[config.mk]
export PLATFORM = sky130hd
export DESIGN_NAME = fp_sqrt_arbiter
export DESIGN_NICKNAME = d
export VERILOG_FILES = /design/src/rtl/fp_sqrt_pkg.sv /design/src/rtl/rr_picker.sv /design/src/rtl/fp_sqrt_arbiter.sv
export SDC_FILE = /design/constraint.sdc
export NUM_CORES = 1
export LEC_CHECK = 0
export ABC_AREA = 0
export BUFFER_PORTS_ARGS = -buffer_cell sky130_fd_sc_hd__buf_4
export CAP_MARGIN = 5
export CORE_MARGIN = 2
export CORE_UTILIZATION = 45
export CTS_CLUSTER_DIAMETER = 100
export CTS_CLUSTER_SIZE = 16
export DETAILED_ROUTE_END_ITERATION = 10
export PLACE_DENSITY = 0.8
export SYNTH_ARGS = -nofsm -noshare
export SYNTH_HDL_FRONTEND = slang
export SYNTH_SLANG_ARGS = --single-unit
export TNS_END_PERCENT = 20
[constraint.sdc]
create_clock -name clk -period 3.45 [get_ports clk]
set_clock_uncertainty 0.1 [all_clocks]
set_input_delay 0.69 -clock clk [delete_from_list [all_inputs] [get_ports clk]]
set_output_delay 0.69 -clock clk [all_outputs]
set_load 0.02 [all_outputs]
[src/rtl/fp_sqrt_pkg.sv]
// fp_sqrt_pkg: shared state encoding, operand layout and constants for fp_sqrt_arbiter
package fp_sqrt_pkg;

    typedef enum logic [2:0] {
        IDLE  = 3'd0,
        CLR   = 3'd1,
        ISSUE = 3'd2,
        WAIT  = 3'd3,
        RESP  = 3'd4
    } arb_state_t;

    typedef struct packed {
        logic       sign;
        logic [7:0] exp;
        logic [6:0] frac;
    } fp16_t;

    localparam logic [15:0] FP16_ERR = 16'hFFFF;

    // Signed zero: exponent and fraction both clear, sign ignored
    function automatic logic fp16_is_zero(input fp16_t v);
        return (v.exp == 8'd0) && (v.frac == 7'd0);
    endfunction

endpackage

[src/rtl/rr_picker.sv]
// rr_picker: one-hot round-robin pick of the first request at or after the pointer
module rr_picker #(
    parameter int N_REQ = 4
) (
    input  logic [N_REQ-1:0]         req_i,
    input  logic [$clog2(N_REQ)-1:0] ptr_i,
    output logic [N_REQ-1:0]         gnt_o,
    output logic [$clog2(N_REQ)-1:0] idx_o
);

    localparam int PW = $clog2(N_REQ);

    logic [PW-1:0] j;
    logic          found;

    // Walk the slots from the pointer with wrap-around; the first set request wins
    always_comb begin
        gnt_o = '0;
        idx_o = '0;
        found = 1'b0;
        j     = '0;
        for (int i = 0; i < N_REQ; i++) begin
            j = PW'((int'(ptr_i) + i) % N_REQ);
            if (!found && req_i[j]) begin
                gnt_o[j] = 1'b1;
                idx_o    = j;
                found    = 1'b1;
            end
        end
    end

endmodule

[src/rtl/fp_sqrt_arbiter.sv]
// fp_sqrt_arbiter: shares one floating_point_sqrt datapath between N_REQ requesters.
// Optional FP_SQRT_ARB_BYPASS_EN answers signed zero and negative operands without the datapath.
module fp_sqrt_arbiter
    import fp_sqrt_pkg::*;
#(
    parameter int N_REQ   = 4,
    parameter int RST_CYC = 2,
    parameter int TIMEOUT = 64
) (
    input  logic                clk,
    input  logic                rst_n,
    input  logic [N_REQ-1:0]    req_valid_i,
    input  logic [16*N_REQ-1:0] req_data_i,
    output logic [N_REQ-1:0]    req_ready_o,
    output logic [N_REQ-1:0]    resp_valid_o,
    input  logic [N_REQ-1:0]    resp_ready_i,
    output logic [15:0]         resp_data_o,
    output logic                resp_error_o,
    output logic                sqrt_rst_o,
    output logic                sqrt_start_o,
    output logic [15:0]         sqrt_num_o,
    input  logic [15:0]         sqrt_res_i,
    input  logic                sqrt_valid_i,
    input  logic                sqrt_error_i
);

    localparam int PW = $clog2(N_REQ);

    arb_state_t       state_q, state_d;
    logic [N_REQ-1:0] gnt_q, gnt_d;
    logic [PW-1:0]    idx_q, idx_d;
    logic [PW-1:0]    ptr_q, ptr_d;
    fp16_t            op_q, op_d;
    logic [15:0]      res_q, res_d;
    logic             err_q, err_d;
    logic [3:0]       rcnt_q, rcnt_d;
    logic [7:0]       tcnt_q, tcnt_d;

    logic [N_REQ-1:0] pick;
    logic [PW-1:0]    pick_idx;
    fp16_t            req_op;
    logic             timeout_hit;

    rr_picker #(.N_REQ(N_REQ)) u_pick (
        .req_i (req_valid_i),
        .ptr_i (ptr_q),
        .gnt_o (pick),
        .idx_o (pick_idx)
    );

    // Operand of the requester the picker selected this cycle
    always_comb begin
        req_op = '0;
        for (int i = 0; i < N_REQ; i++)
            if (pick[i]) req_op = req_data_i[16*i +: 16];
    end

    assign timeout_hit = (state_q == WAIT) && (tcnt_q == 8'(TIMEOUT - 1));

    // Sequencer: grant, clear the datapath, start it, wait for a result or timeout, hand back
    always_comb begin
        state_d = state_q;
        gnt_d   = gnt_q;
        idx_d   = idx_q;
        ptr_d   = ptr_q;
        op_d    = op_q;
        res_d   = res_q;
        err_d   = err_q;
        rcnt_d  = rcnt_q;
        tcnt_d  = tcnt_q;
        case (state_q)
            IDLE: begin
                if (|req_valid_i) begin
                    gnt_d   = pick;
                    idx_d   = pick_idx;
                    op_d    = req_op;
                    rcnt_d  = '0;
                    state_d = CLR;
`ifdef FP_SQRT_ARB_BYPASS_EN
                    if (fp16_is_zero(req_op)) begin
                        res_d   = req_op;
                        err_d   = 1'b0;
                        state_d = RESP;
                    end else if (req_op.sign) begin
                        res_d   = FP16_ERR;
                        err_d   = 1'b1;
                        state_d = RESP;
                    end
`endif
                end
            end
            CLR: begin
                if (rcnt_q == 4'(RST_CYC - 1)) state_d = ISSUE;
                else rcnt_d = rcnt_q + 4'd1;
            end
            ISSUE: begin
                tcnt_d  = '0;
                state_d = WAIT;
            end
            WAIT: begin
                if (sqrt_valid_i) begin
                    res_d   = sqrt_res_i;
                    err_d   = sqrt_error_i;
                    state_d = RESP;
                end else if (timeout_hit) begin
                    res_d   = FP16_ERR;
                    err_d   = 1'b1;
                    state_d = RESP;
                end else begin
                    tcnt_d = tcnt_q + 8'd1;
                end
            end
            RESP: begin
                if (|(resp_ready_i & gnt_q)) begin
                    ptr_d   = (idx_q == PW'(N_REQ - 1)) ? '0 : idx_q + 1'b1;
                    state_d = IDLE;
                end
            end
            default: state_d = IDLE;
        endcase
    end

    // State registers; an asynchronous reset abandons any operation in flight
    always_ff @(posedge clk or negedge rst_n) begin
        if (!rst_n) begin
            state_q <= IDLE;
            gnt_q   <= '0;
            idx_q   <= '0;
            ptr_q   <= '0;
            op_q    <= '0;
            res_q   <= '0;
            err_q   <= 1'b0;
            rcnt_q  <= '0;
            tcnt_q  <= '0;
        end else begin
            state_q <= state_d;
            gnt_q   <= gnt_d;
            idx_q   <= idx_d;
            ptr_q   <= ptr_d;
            op_q    <= op_d;
            res_q   <= res_d;
            err_q   <= err_d;
            rcnt_q  <= rcnt_d;
            tcnt_q  <= tcnt_d;
        end
    end

    assign req_ready_o  = (state_q == IDLE) ? pick : '0;
    assign resp_valid_o = (state_q == RESP) ? gnt_q : '0;
    assign resp_data_o  = (state_q == RESP) ? res_q : '0;
    assign resp_error_o = (state_q == RESP) && err_q;
    // Datapath held in reset with the arbiter, while clearing, and on the abort cycle
    assign sqrt_rst_o   = !rst_n || (state_q == CLR) || (timeout_hit && !sqrt_valid_i);
    assign sqrt_start_o = (state_q == ISSUE);
    assign sqrt_num_o   = op_q;

endmodule

Word-level counts from Yosys, hierarchy flattened
Index checks and enable logic that the tools add are counted.
{ "word_totals": {"register_bits": 56, "input_bits": 92, "elab_cells": 123} }
{ "op_classes": {"n_mux": 51, "reduce_logical": 29, "bitwise": 4, "magnitude_cmp": 8, "n_eq_ne": 14, "add_sub_neg": 6} }
{ "ops": {"columns": ["op", "n"], "rows": [
  ["$mux W16", 7],
  ["$mux W4", 8],
  ["$mux W8", 2],
  ["$pmux W8 S2", 1],
  ["$mux W3", 5],
  ["$pmux W3 S5", 1],
  ["$mux W1", 13],
  ["$lt A2 B3 Y1 const B", 4],
  ["$ne A2 B2 Y1 const B", 6],
  ["$or A4 B4 Y4", 3],
  ["$logic_and A1 B1 Y1", 10],
  ["$mux W2", 5],
  ["$add A8 B1 Y8 const B", 1],
  ["$bmux W1 S2", 4],
  ["$demux W1 S2", 4],
  ["$eq A8 B6 Y1 const B", 1],
  ["$ge A2 B1 Y1 const B", 4],
  ["$pmux W4 S2", 1],
  ["$reduce_or A4 Y1", 2],
  ["$eq A3 B2 Y1 const B", 2],
  ["$reduce_and A2 Y1", 3],
  ["$reduce_and A3 Y1", 2],
  ["$reduce_bool A2 Y1", 3],
  ["$logic_not A1 Y1", 5],
  ["other kinds (12)", 15]
]} }

Depth between registers and ports, before layout
Gate-level depths: netlist (run 1).
{ "logic_depth": {"ltp_word": 16, "mapped_depth": 13} }

Cells and area by module
From an unflattened synthesis (run 1), not the netlist that was laid out.
{ "hier_totals": {"hier_cells": 421, "area_unflattened_um2": 3734.8} }
{ "modules_own_cells": {"columns": ["module", "cells_per_inst", "area_each_um2", "n_inst", "seq_area_each_um2"], "rows": [
  ["fp_sqrt_arbiter", 356, 3245.6, 1, 1401.3],
  ["rr_picker", 65, 489.2, 1, 0.0]
]} }

Least setup slack after synthesis (run 1)
OpenSTA, ideal clock, no wires.
{ "synth_path": {"kind": "register -> output", "startpoint": "reg ptr_q[0]", "endpoint": "out req_ready_o[2]", "path_buffers": 4, "path_stages_with_launch": 12, "t_arrival_ns": 2.867, "setup_slack_ns": -0.207, "required_time_ns": 2.660, "cell_sequence": "dfrtp_1 -> buf_6 -> clkbuf_1 -> inv_1 -> ha_1 -> clkbuf_1 -> mux4_2 -> nor2b_1 -> o21ai_0 -> nand2_1 -> clkbuf_1 -> nor2_1"} }
{ "synth_between": {"elab_chain_len": 13, "word_cells_on_any_way": 48, "cone_classes": "add/sub: 3; order compare: 8; mux: 24; bitwise: 3; reduce/logical: 10"} }
{ "synth_rtl": {"columns": ["element", "line", "rtl"], "rows": [
  ["start, declared", "fp_sqrt_arbiter.sv:32", "logic [PW-1:0] ptr_q, ptr_d;"],
  ["start signal, assigned", "fp_sqrt_arbiter.sv:139", "ptr_q <= ptr_d;"],
  ["branches (longest 11 deep; another with $lt A2 B3 Y1)", null, null],
  ["$mux W4 (*)", "rr_picker.sv:24", "if (!found && req_i[j]) begin"],
  ["$mux W4 (*)", "fp_sqrt_arbiter.sv:148", "assign req_ready_o = (state_q == IDLE) ? pick : '0;"],
  ["end, declared", "fp_sqrt_arbiter.sv:14", "output logic [N_REQ-1:0] req_ready_o,"]
]} }
Mark *: on every way between the ends. The select of a mux whose other input is x is not followed.

Worst setup path after layout (run 1)
{ "layout_path": {"startpoint": "reg ptr_q[0]", "endpoint": "out req_ready_o[0]"} }
Same word-level chain as after synthesis.

==> flow_summary.yaml, run 1 <==
outcome:
  run_status: "finished, final reports clean"
clock_network:
  worst_skew_pair.late_latency_ns: 0.30
  cts.clk_slew.worst_paths_ns: 0.10
  cts_tree: "done"
  cell_at_the_root_of_the_clock_tree: "sky130_fd_sc_hd__clkbuf_8"
  clock_sinks: 56
  htree_levels: 2
  cts-root-to-sink-buffers: 2
  tritoncts.num_buffers: 5
  post_cts_hold_buffer_count: 0
synthesis:
  synth_top_area_cell: "sky130_fd_sc_hd__dfrtp_1"
  yosysSeqAreaShare: 0.3934
  synth-async-reset-ratio: 1.000
  synthDistinctLibCells: 49
  yosysWarnings: 0
  synth_enable_flop_cells: 0
  synth_top_flop_cell: "sky130_fd_sc_hd__dfrtp_1"
  synth.top_cell.area_share: 0.3934
  most_frequent_cells_after_synthesis: "sky130_fd_sc_hd__dfrtp_1, sky130_fd_sc_hd__nand2_1, sky130_fd_sc_hd__o21ai_0, sky130_fd_sc_hd__and2_1"
  register_bit_total_from_synthesis: 56
  syn_avg_cell_area_sq_um: 9.525
  post_synth_inst_count: 374
  synth_area_sq_um: 3562
  synth_nets: 477
  synth.area.top_cells: "sky130_fd_sc_hd__dfrtp_1, sky130_fd_sc_hd__and2_1, sky130_fd_sc_hd__o21ai_0"
  yosys.cell_count.top_type: "sky130_fd_sc_hd__dfrtp_1"
worst_setup_path:
  cp_cell_instances: "buf_4 -> mux4_2 -> and4bb_2 -> a2111o_1 -> nor2_1 -> nor2_2 -> buf_4"
  maximum_fanout_encountered_on_the_critical_timing_path: 19
  setup_cp_type: "flip-flop to primary output"
  critical_path_buf_inv_count: 2
  critPathArrivalTime_ns: 2.51
  cp_slowest_stage_delay_ns: 0.63
  kind_of_start_point_of_the_critical_path: "flip-flop"
  required_ns: 2.66
  cp_top_family: "multiplexers"
  cpMaxStageDelayCell: "sky130_fd_sc_hd__mux4_2"
  worst_path_most_repeated_cell: "sky130_fd_sc_hd__buf_4"
  crit_path_end_kind: "primary output"
global_route:
  grt.overflow.total: 0
  antenna_found_initial: 0
  grt_pass1_vias: 3212
  global_route_wire_length_before_repair_mm: 15.40
  globalRouteTotalUtil: 0.2198
  grt_start_max_net_pins: 57
power:
  power.static_leakage_nw: 2.226
  p_total_mw: 4.201
  pwr_cell_area_nw_per_um2: 886.4
  ir_worst_vdd_uv: 585.1
final_layout:
  final_cell_area_sq_um: 4740
  number_of_nets_in_the_layout: 601
  register_area_sq_um: 1401
  syn_to_final_growth_pct: 33.05
  antenna_diodes: 0
  num-fill-cells: 680
  final_layout_size_suffix_gt1_frac: 0.3607
  multi_input_area_sq_um: 1999
  finalNonFillerCells: 601
detailed_routing:
  drc: 0
  detail_route.iter0.violations: 164
  finalWirelength_mm: 9.436
  route.met2.wl_mm: 4.805
  drt-wirelength-per-cell_um: 15.70
  drt-met1-wl_mm: 4.090
  drt_pre_antenna_iters: 4
  antenna_violating_nets_post_route: 0
  post_drt_via_cell_ratio: 5.607
  dr_wl_met3_um: 482
  detailroute.via_count: 3370
  routed.top_layer: "met4"
sta:
  fin_crit_ns: 3.305
  rsz_0062_raised_after_global_routing: "false"
  timing.final.crit_share: 0.9579
  finalSetupViolations: 0
  setup_slack_after_layout_ns: 0.1453
  setup_total_negative_slack_ns: 0
  max_freq_ghz: 0.3026
  timing.final.max_slew_violations: 0
  max_slew.worst_pin.slew_ns: 0.7952
  timing.max_slew.rel_slack: 0.4698
  report.final.hold_viol_count: 0
place:
  placement.io_buffers: 134
  dpl_cell_area_sq_um: 4632
  detailedPlacementHpwl_mm: 7.111
  place_congestion: 0.8478
  dpl.cell_count: 591
  detailedPlace.worstSlack_ns: 0.2821
floorplan:
  row_count: 32
  core_region_area_sq_um: 7687
  fp.dieArea_sq_um: 8643
  die_span_in_y_um: 92.97
  chipWidth_um: 92.97
  initial_standard_cell_utilization_of_the_core: 0.4634
  io_pins: 135
job:
  timing.max_cap.violations: 0
min_path:
  worst_hold_path_type: "flip-flop to flip-flop"
[cell families after synthesis]
| kind of cell | count (synthesis) | synth area share |
|---|---|---|
| fa+ha+maj | 11 | 0.03864 |
| flops | 56 | 0.3934 |
| buf+inv | 36 | 0.04812 |
| simple gates | 138 | 0.1978 |
| xor+xnor | 5 | 0.01229 |
| compound gates | 115 | 0.2589 |
| mux | 13 | 0.05093 |
[per-stage QoR]
stage / utilization / hold WS (ns)
5_1_grt: 0.6165 / 0.4165
2_1_floorplan: - / 0.2944
3_3_place_gp: 0.6025 / 0.3735
3_5_place_dp: 0.6025 / 0.3742
4_1_cts: 0.6144 / 0.4021
6_report: 0.6165 / 0.4031
[flip-flops by register name, indices dropped and copies added, names as in the netlist]
register	flops
state_q	3
tcnt_q	8
gnt_q	4
sqrt_num_o	16
err_q	1
rcnt_q	4
idx_q	2
res_q	16
ptr_q	2
[final cells by class]
cell class | count | area share
clock inverter | 2 | 0.003432
multi-input combinational | 282 | 0.4219
timing repair buffer | 146 | 0.2313
inverter | 7 | 0.005544
tap | 102 | 0.02693
clock buffer | 6 | 0.01531
sequential | 56 | 0.2957
[repair_timing]
| action | 4_1_cts | 5_1_grt |
|---|---|---|
| gates cloned | 0 | 0 |
| pin swaps | 0 | 2 |
| endpoints found under the setup margin | 1 | 2 |
| resized for setup | 1 | 2 |
| setup buffers | 0 | 2 |
[report_power, final]
part           switching [mW]  leakage (nW)  internal [mW]
clock                   0.213        0.0414          0.145
sequential              0.212         0.675          0.957
combinational            1.51          1.51           1.16
[placed cells by master (no fill, tap or decap), types with 2 or more instances in the layout]
| cell type | n |
|---|---|
| sky130_fd_sc_hd__inv_1 | 7 |
| sky130_fd_sc_hd__a31oi_1 | 3 |
| sky130_fd_sc_hd__o22a_1 | 17 |
| sky130_fd_sc_hd__a21oi_1 | 6 |
| sky130_fd_sc_hd__nor3_1 | 2 |
| sky130_fd_sc_hd__a221oi_2 | 10 |
| sky130_fd_sc_hd__dfrtp_1 | 56 |
| sky130_fd_sc_hd__buf_4 | 146 |
| sky130_fd_sc_hd__nand2_1 | 41 |
| sky130_fd_sc_hd__o211ai_1 | 19 |
| sky130_fd_sc_hd__a221oi_1 | 7 |
| sky130_fd_sc_hd__and2_1 | 25 |
| sky130_fd_sc_hd__a211oi_1 | 2 |
| sky130_fd_sc_hd__nor2_1 | 21 |
| sky130_fd_sc_hd__nor2b_1 | 5 |
| sky130_fd_sc_hd__clkbuf_8 | 5 |
| sky130_fd_sc_hd__o21ai_0 | 30 |
| sky130_fd_sc_hd__nand3_1 | 23 |
| sky130_fd_sc_hd__ha_1 | 10 |
| sky130_fd_sc_hd__xor2_1 | 5 |
| sky130_fd_sc_hd__nand2b_1 | 3 |
| sky130_fd_sc_hd__mux4_2 | 4 |
| sky130_fd_sc_hd__or3_1 | 2 |
| sky130_fd_sc_hd__nor2_2 | 2 |
| sky130_fd_sc_hd__a21o_1 | 6 |
| sky130_fd_sc_hd__nand4_1 | 3 |
| sky130_fd_sc_hd__mux2i_1 | 8 |
| sky130_fd_sc_hd__and3_1 | 3 |
| sky130_fd_sc_hd__and4_1 | 2 |
[final timing paths]
kind | start | end | slack (ns) | cells past startpoint
min in group asynchronous | rst_n | res_q[4]$_DFFE_PN0P_ | 0.44 | 2
min | idx_q[1]$_DFFE_PN0P_ | idx_q[1]$_DFFE_PN0P_ | 0.40 | 1
max in group asynchronous | rst_n | res_q[2]$_DFFE_PN0P_ | 2.37 | 2
max | ptr_q[0]$_DFFE_PN0P_ | req_ready_o[0] | 0.15 | 7
min reg2reg | idx_q[1]$_DFFE_PN0P_ | idx_q[1]$_DFFE_PN0P_ | 0.40 | 1
max reg2reg | ptr_q[0]$_DFFE_PN0P_ | sqrt_num_o[3]$_DFFE_PN0P_ | 0.60 | 7
[metal layers]
layer | track usage | vias to the layer above
met5 | 0 | -
met4 | 0.05270 | 0
met3 | 0.03304 | 4
met2 | 0.3714 | 112
met1 | 0.2993 | 1630
li1 | - | 1624
No activity file was read; power rests on OpenSTA's default activity.
==> run 2, diff against run 1 <==
--- a/config.mk
+++ b/config.mk
@@ -14,6 +14,7 @@
 export CTS_CLUSTER_SIZE = 16
 export DETAILED_ROUTE_END_ITERATION = 10
 export PLACE_DENSITY = 0.8
+export REMOVE_ABC_BUFFERS = 1
 export SYNTH_ARGS = -nofsm -noshare
 export SYNTH_HDL_FRONTEND = slang
 export SYNTH_SLANG_ARGS = --single-unit
==> run 2 against run 1 <==
Clock-buffer cell count fell by 1. Sequential cell count stayed put. Hold slack got worse by 0.0052 ns. Clock power rose by 43%. Highest routed layer unchanged. Routed wire length up 0.42%. Total power grew 2.8%.
==> flow_summary.yaml, run 2 (synthesis gave the netlist of run 1 again) <==
outcome:
  run_status: "finished, final reports clean"
clock_network:
  cts.clk_slew.worst_paths_ns: 0.10
  cell_at_the_root_of_the_clock_tree: "sky130_fd_sc_hd__clkbuf_8"
  worst_skew_pair.late_latency_ns: 0.31
  cts_tree: "done"
  cts-root-to-sink-buffers: 2
  cts_setup_buffers: 0
  tritoncts.num_buffers: 5
  post_cts_hold_buffer_count: 0
  clock_sinks: 56
  htree_levels: 2
detailed_routing:
  drc: 0
  finalWirelength_mm: 9.476
  drt_pre_antenna_iters: 4
  drt-wirelength-per-cell_um: 15.90
  detailroute.via_count: 3363
  antenna_violating_nets_post_route: 0
  post_drt_via_cell_ratio: 5.643
  detail_route.iter0.violations: 156
floorplan:
  io_pins: 135
  core_region_area_sq_um: 7687
  chipWidth_um: 92.97
  fp.dieArea_sq_um: 8643
  row_count: 32
  die_span_in_y_um: 92.97
  initial_standard_cell_utilization_of_the_core: 0.4634
final_layout:
  final_layout_size_suffix_gt1_frac: 0.3502
  finalNonFillerCells: 596
  final_cell_mix: "sky130_fd_sc_hd__buf_4, sky130_fd_sc_hd__dfrtp_1, sky130_fd_sc_hd__nand2_1"
  syn_to_final_growth_pct: 33.44
  antenna_diodes: 0
  num-fill-cells: 665
  layout_commonest_cell: "sky130_fd_sc_hd__buf_4"
  number_of_nets_in_the_layout: 596
global_route:
  grt_use_met1: 0.2779
  globalRoute.busiestLayer: "met2"
  globalRouteTotalUtil: 0.2192
  grt_pass1_vias: 3231
  grt_start_max_net_pins: 57
  grt.overflow.total: 0
  use_met2: 0.3841
  global_route_wire_length_before_repair_mm: 15.35
  antenna_found_initial: 0
  met3_usage: 0.05560
power:
  pwr_cell_area_nw_per_um2: 908.4
  power.static_leakage_nw: 2.229
  ir_worst_vdd_uv: 521.7
place:
  detailedPlacementHpwl_mm: 7.041
  detailedPlace.worstSlack_ns: 0.2376
  place_congestion: 0.8712
  placement.io_buffers: 134
  dpl.cell_count: 588
min_path:
  worst_hold_path_type: "flip-flop to flip-flop"
  worst_hold_path.num_cells: 1
worst_setup_path:
  crit_path_end_kind: "primary output"
  required_ns: 2.66
  setup_cp_type: "flip-flop to primary output"
  cp_slowest_stage_delay_ns: 0.67
  worst_path_most_repeated_cell: "sky130_fd_sc_hd__buf_4"
  kind_of_start_point_of_the_critical_path: "flip-flop"
  critPathArrivalTime_ns: 2.48
  cpMaxStageDelayCell: "sky130_fd_sc_hd__mux4_2"
  cp_cell_instances: "buf_4 -> mux4_2 -> nor4b_4 -> nand2_1 -> o21ai_2 -> and2_1 -> buf_4"
  reg2reg_depth: 8
  maximum_fanout_encountered_on_the_critical_timing_path: 13
sta:
  finalSetupViolations: 0
  max_slew.worst_pin.slew_ns: 0.9754
  report.final.hold_viol_count: 0
  fin_crit_ns: 3.266
  timing.max_slew.rel_slack: 0.3486
  finalHoldWorstSlack_ns: 0.3980
  rsz_0062_raised_after_global_routing: "false"
  setup_slack_after_layout_ns: 0.1844
  max_freq_ghz: 0.3062
  timing.final.crit_share: 0.9466
  timing.final.max_slew_violations: 0
job:
  timing.max_cap.violations: 0
==> run 2: final timing paths <==
path                                              to  slack [ns]                 start
setup reg to reg           sqrt_num_o[6]$_DFFE_PN0P_        0.36  ptr_q[1]$_DFFE_PN0P_
min in group asynchronous      tcnt_q[5]$_DFFE_PN0P_        0.41                 rst_n
hold / removal                  idx_q[1]$_DFFE_PN0P_        0.40  idx_q[1]$_DFFE_PN0P_
setup / recovery                      req_ready_o[1]        0.18  ptr_q[1]$_DFFE_PN0P_
max in group asynchronous       res_q[7]$_DFFE_PN0P_        2.36                 rst_n
hold reg to reg                 idx_q[1]$_DFFE_PN0P_        0.40  idx_q[1]$_DFFE_PN0P_
==> run 2: layout make-up <==
class | count | area [sq um] | share of cell area
Multi-Input combinational cell | 282 | 2002 | 0.4212
Sequential cell | 56 | 1401 | 0.2948
Timing Repair Buffer | 141 | 1059 | 0.2227
Tap cell | 102 | 127.6 | 0.02685
Clock buffer | 5 | 68.82 | 0.01448
Clock inverter | 3 | 68.82 | 0.01448
Inverter | 7 | 26.28 | 0.005528
==> run 2: metrics by stage <==
stage	TNS, ns	utilization	total power, mW	instance area (sq um)
finish	0	0.6183	4.318	4753
global route	0	0.6183	4.648	4753
global placement	0	0.5988	3.696	4603
CTS	0	0.6183	4.323	4753
floorplan	-0.2448	-	2.916	3417
detailed placement	0	0.5988	3.772	4603
==> run 2: repair_timing <==
item | in CTS | in global routing
pin swaps | 0 | 2
setup endpoints to repair | 2 | 2
endpoints found under the hold margin | 0 | 0
gates resized for setup | 2 | 0
==> run 2: worst max-delay path: cells and delay by family (launching register included) <==
kind                   cells  cell delay, ns
AOI/OAI and AO/OA          1            0.08
buffers and inverters      2            0.36
DFF                        1            0.36
muxes                      1            0.67
and+or+nand+nor            3            0.69
==> run 2: power by group <==
part | switching, mW | internal [mW]
sequential | 0.207 | 0.956
clock | 0.221 | 0.292
combinational | 1.51 | 1.13
total | 1.94 | 2.38
==> run 2: metal layers <==
| metal | share of wire | wire (um) |
|---|---|---|
| met1 | 0.42 | 3956 |
| met2 | 0.49 | 4673 |
| met3 | 0.081 | 767 |
| met4 | 0.0082 | 78 |
| met5 | 0 | 0 |
==> run 3, diff against run 2 <==
--- a/config.mk
+++ b/config.mk
@@ -13,8 +13,10 @@
 export CTS_CLUSTER_DIAMETER = 100
 export CTS_CLUSTER_SIZE = 16
 export DETAILED_ROUTE_END_ITERATION = 10
+export MAX_ROUTING_LAYER = met4
 export PLACE_DENSITY = 0.8
 export REMOVE_ABC_BUFFERS = 1
+export SETUP_SLACK_MARGIN = 0.4
 export SYNTH_ARGS = -nofsm -noshare
 export SYNTH_HDL_FRONTEND = slang
 export SYNTH_SLANG_ARGS = --single-unit
==> run 3 against run 2 <==
Sequential cell count unchanged. Die area unchanged. Non-clock buffer count increased by 20. Clock power up 1%. Via count is 6.3% higher. Register-to-register slack better by 0.08 ns. Total power is 8.1% higher. Routed wire length is 8.7% higher. Critical endpoint unchanged. Sequential power barely moved. Global-route usage increased by 2.7 points.
==> flow_summary.yaml, run 3 (synthesis gave the netlist of run 1 again) <==
outcome:
  run_status: "finished, final reports clean"
final_layout:
  final_cell_mix: "sky130_fd_sc_hd__buf_4, sky130_fd_sc_hd__dfrtp_1, sky130_fd_sc_hd__nand2_1"
  antenna_diodes: 0
  number_of_nets_in_the_layout: 617
  layout_commonest_cell: "sky130_fd_sc_hd__buf_4"
  finalNonFillerCells: 617
  syn_to_final_growth_pct: 39.87
  final_layout_size_suffix_gt1_frac: 0.3903
floorplan:
  core_region_area_sq_um: 7687
  chipWidth_um: 92.97
  die_span_in_y_um: 92.97
  io_pins: 135
  row_count: 32
  initial_standard_cell_utilization_of_the_core: 0.4634
  fp.dieArea_sq_um: 8643
worst_setup_path:
  critPathArrivalTime_ns: 2.42
  startpoint: "ptr_q[1]$_DFFE_PN0P_"
  kind_of_start_point_of_the_critical_path: "flip-flop"
  reg2reg_depth: 8
  required_ns: 2.66
  timing.rr.end: "sqrt_num_o[6]$_DFFE_PN0P_"
  setup_cp_type: "flip-flop to primary output"
  crit_path_end_kind: "primary output"
  timing.rr.start: "ptr_q[1]$_DFFE_PN0P_"
  worstSetupEndpoint: "req_ready_o[1]"
  ff2ff_setup_slack_ns: 0.44
  maximum_fanout_encountered_on_the_critical_timing_path: 7
sta:
  timing.final.max_slew_violations: 0
  finalHoldWorstSlack_ns: 0.3992
  timing.final.crit_share: 0.9306
  report.final.hold_viol_count: 0
  max_slew.worst_pin.slew_ns: 0.9361
  fin_crit_ns: 3.210
  rsz_0062_raised_after_global_routing: "true"
  timing.max_slew.rel_slack: 0.3748
  finalSetupViolations: 0
  max_freq_ghz: 0.3115
clock_network:
  cts_tree: "done"
  tritoncts.num_buffers: 5
  cts-root-to-sink-buffers: 2
  cell_at_the_root_of_the_clock_tree: "sky130_fd_sc_hd__clkbuf_8"
  cts.clk_slew.worst_paths_ns: 0.10
  worst_skew_pair.late_latency_ns: 0.31
  htree_levels: 2
  clock_sinks: 56
detailed_routing:
  drt-wirelength-per-cell_um: 16.70
  detailroute.via_count: 3574
  antenna_violating_nets_post_route: 0
  detail_route.iter0.violations: 154
  post_drt_via_cell_ratio: 5.793
  finalWirelength_mm: 10.30
  drc: 0
  drt_pre_antenna_iters: 4
global_route:
  grt.overflow.total: 0
  grt_pass1_vias: 3470
  globalRouteTotalUtil: 0.2463
  antenna_found_initial: 0
  global_route_wire_length_before_repair_mm: 16.60
  grt_start_max_net_pins: 57
power:
  p_total_mw: 4.666
  cellInternalPower_mw: 2.599
  seq_power_share: 0.251
  pwr_cell_area_nw_per_um2: 936.5
  switching_share: 0.4429
  switchingPower_mw: 2.067
  power.static_leakage_nw: 2.358
  ir_worst_vdd_uv: 494.7
  combPwrFrac: 0.638
  power.clock.fraction: 0.111
place:
  place_congestion: 0.8855
  placement.io_buffers: 134
  dpl.cell_count: 588
  detailedPlacementHpwl_mm: 7.041
job:
  timing.max_cap.violations: 0
min_path:
  worst_hold_path_type: "flip-flop to flip-flop"
run 3: changes by cell type in the layout (fill, tap and decap cells not counted), moves of 2 or more:
cell                     delta
sky130_fd_sc_hd__inv_1      -2
sky130_fd_sc_hd__nor2_1     -3
sky130_fd_sc_hd__nor2_2     +3
sky130_fd_sc_hd__buf_4     +17
sky130_fd_sc_hd__and2_1     -2
sky130_fd_sc_hd__and2_4     +2
sky130_fd_sc_hd__inv_2      +2
run 3: metrics by stage:
step / worst slack (ns) / TNS [ns] / util / instance area [sq um]
after floorplan: -0.1771 / -0.2448 / - / 3417
after global placement: 0.3170 / 0 / 0.5988 / 4603
after detailed placement: 0.2376 / 0 / 0.5988 / 4603
after CTS: 0.3045 / 0 / 0.6458 / 4965
after global routing: 0.1160 / 0 / 0.6481 / 4982
final: 0.2396 / 0 / 0.6481 / 4982
run 3: worst min-delay path by stage:
stage,cells after the start,endpoint,slack [ns],startpoint
floorplan,0,err_q$_DFFE_PN0P_,0.29,rst_n
global placement,1,idx_q[1]$_DFFE_PN0P_,0.37,idx_q[1]$_DFFE_PN0P_
detailed placement,1,idx_q[1]$_DFFE_PN0P_,0.37,idx_q[1]$_DFFE_PN0P_
CTS,1,idx_q[1]$_DFFE_PN0P_,0.40,idx_q[1]$_DFFE_PN0P_
global route,1,res_q[7]$_DFFE_PN0P_,0.42,res_q[7]$_DFFE_PN0P_
finish,1,idx_q[1]$_DFFE_PN0P_,0.40,idx_q[1]$_DFFE_PN0P_
run 3: cell type report:
class | instances | area (sq um)
fill | 632 | 2705
clock buffer | 5 | 68.82
sequential | 56 | 1401
clock inverter | 3 | 68.82
tap | 102 | 127.6
multi-input combinational | 283 | 2044
timing repair buffer | 161 | 1245
inverter | 7 | 26.28
run 3: power by group through the flow:
stage                     Clock [mW]  Combinational [mW]  Sequential, mW
after floorplan                    0                1.64            1.27
after global placement             0                2.54            1.16
after detailed placement           0                2.60            1.17
after CTS                      0.530                2.88            1.17
after global routing           0.547                3.21            1.22
final                          0.518                2.98            1.17
run 3: worst max-delay path, stage by stage (launching register included):
cell and delay (ns):
sky130_fd_sc_hd__dfrtp_1 0.41, sky130_fd_sc_hd__inv_2 0.10, sky130_fd_sc_hd__ha_4 0.30, sky130_fd_sc_hd__mux4_2 0.40, sky130_fd_sc_hd__nor4b_4 0.34, sky130_fd_sc_hd__nand2_1 0.16, sky130_fd_sc_hd__o21ai_2 0.10, sky130_fd_sc_hd__and2_4 0.17
sky130_fd_sc_hd__buf_4 0.13
run 3: timing repair:
item                                   CTS  global route
resized for setup                       12             2
cloned                                   2             0
setup endpoints to repair               20            20
setup buffers                           17             2
pin swaps                                5             1
endpoints found under the hold margin    0             0
hold buffers                             0             0
run 3: layer usage:
layer	global-route usage	share of wire
met4	0.06373	0.020
met5	-	0
met1	0.3026	0.40
met2	0.4209	0.50
met3	0.04674	0.076
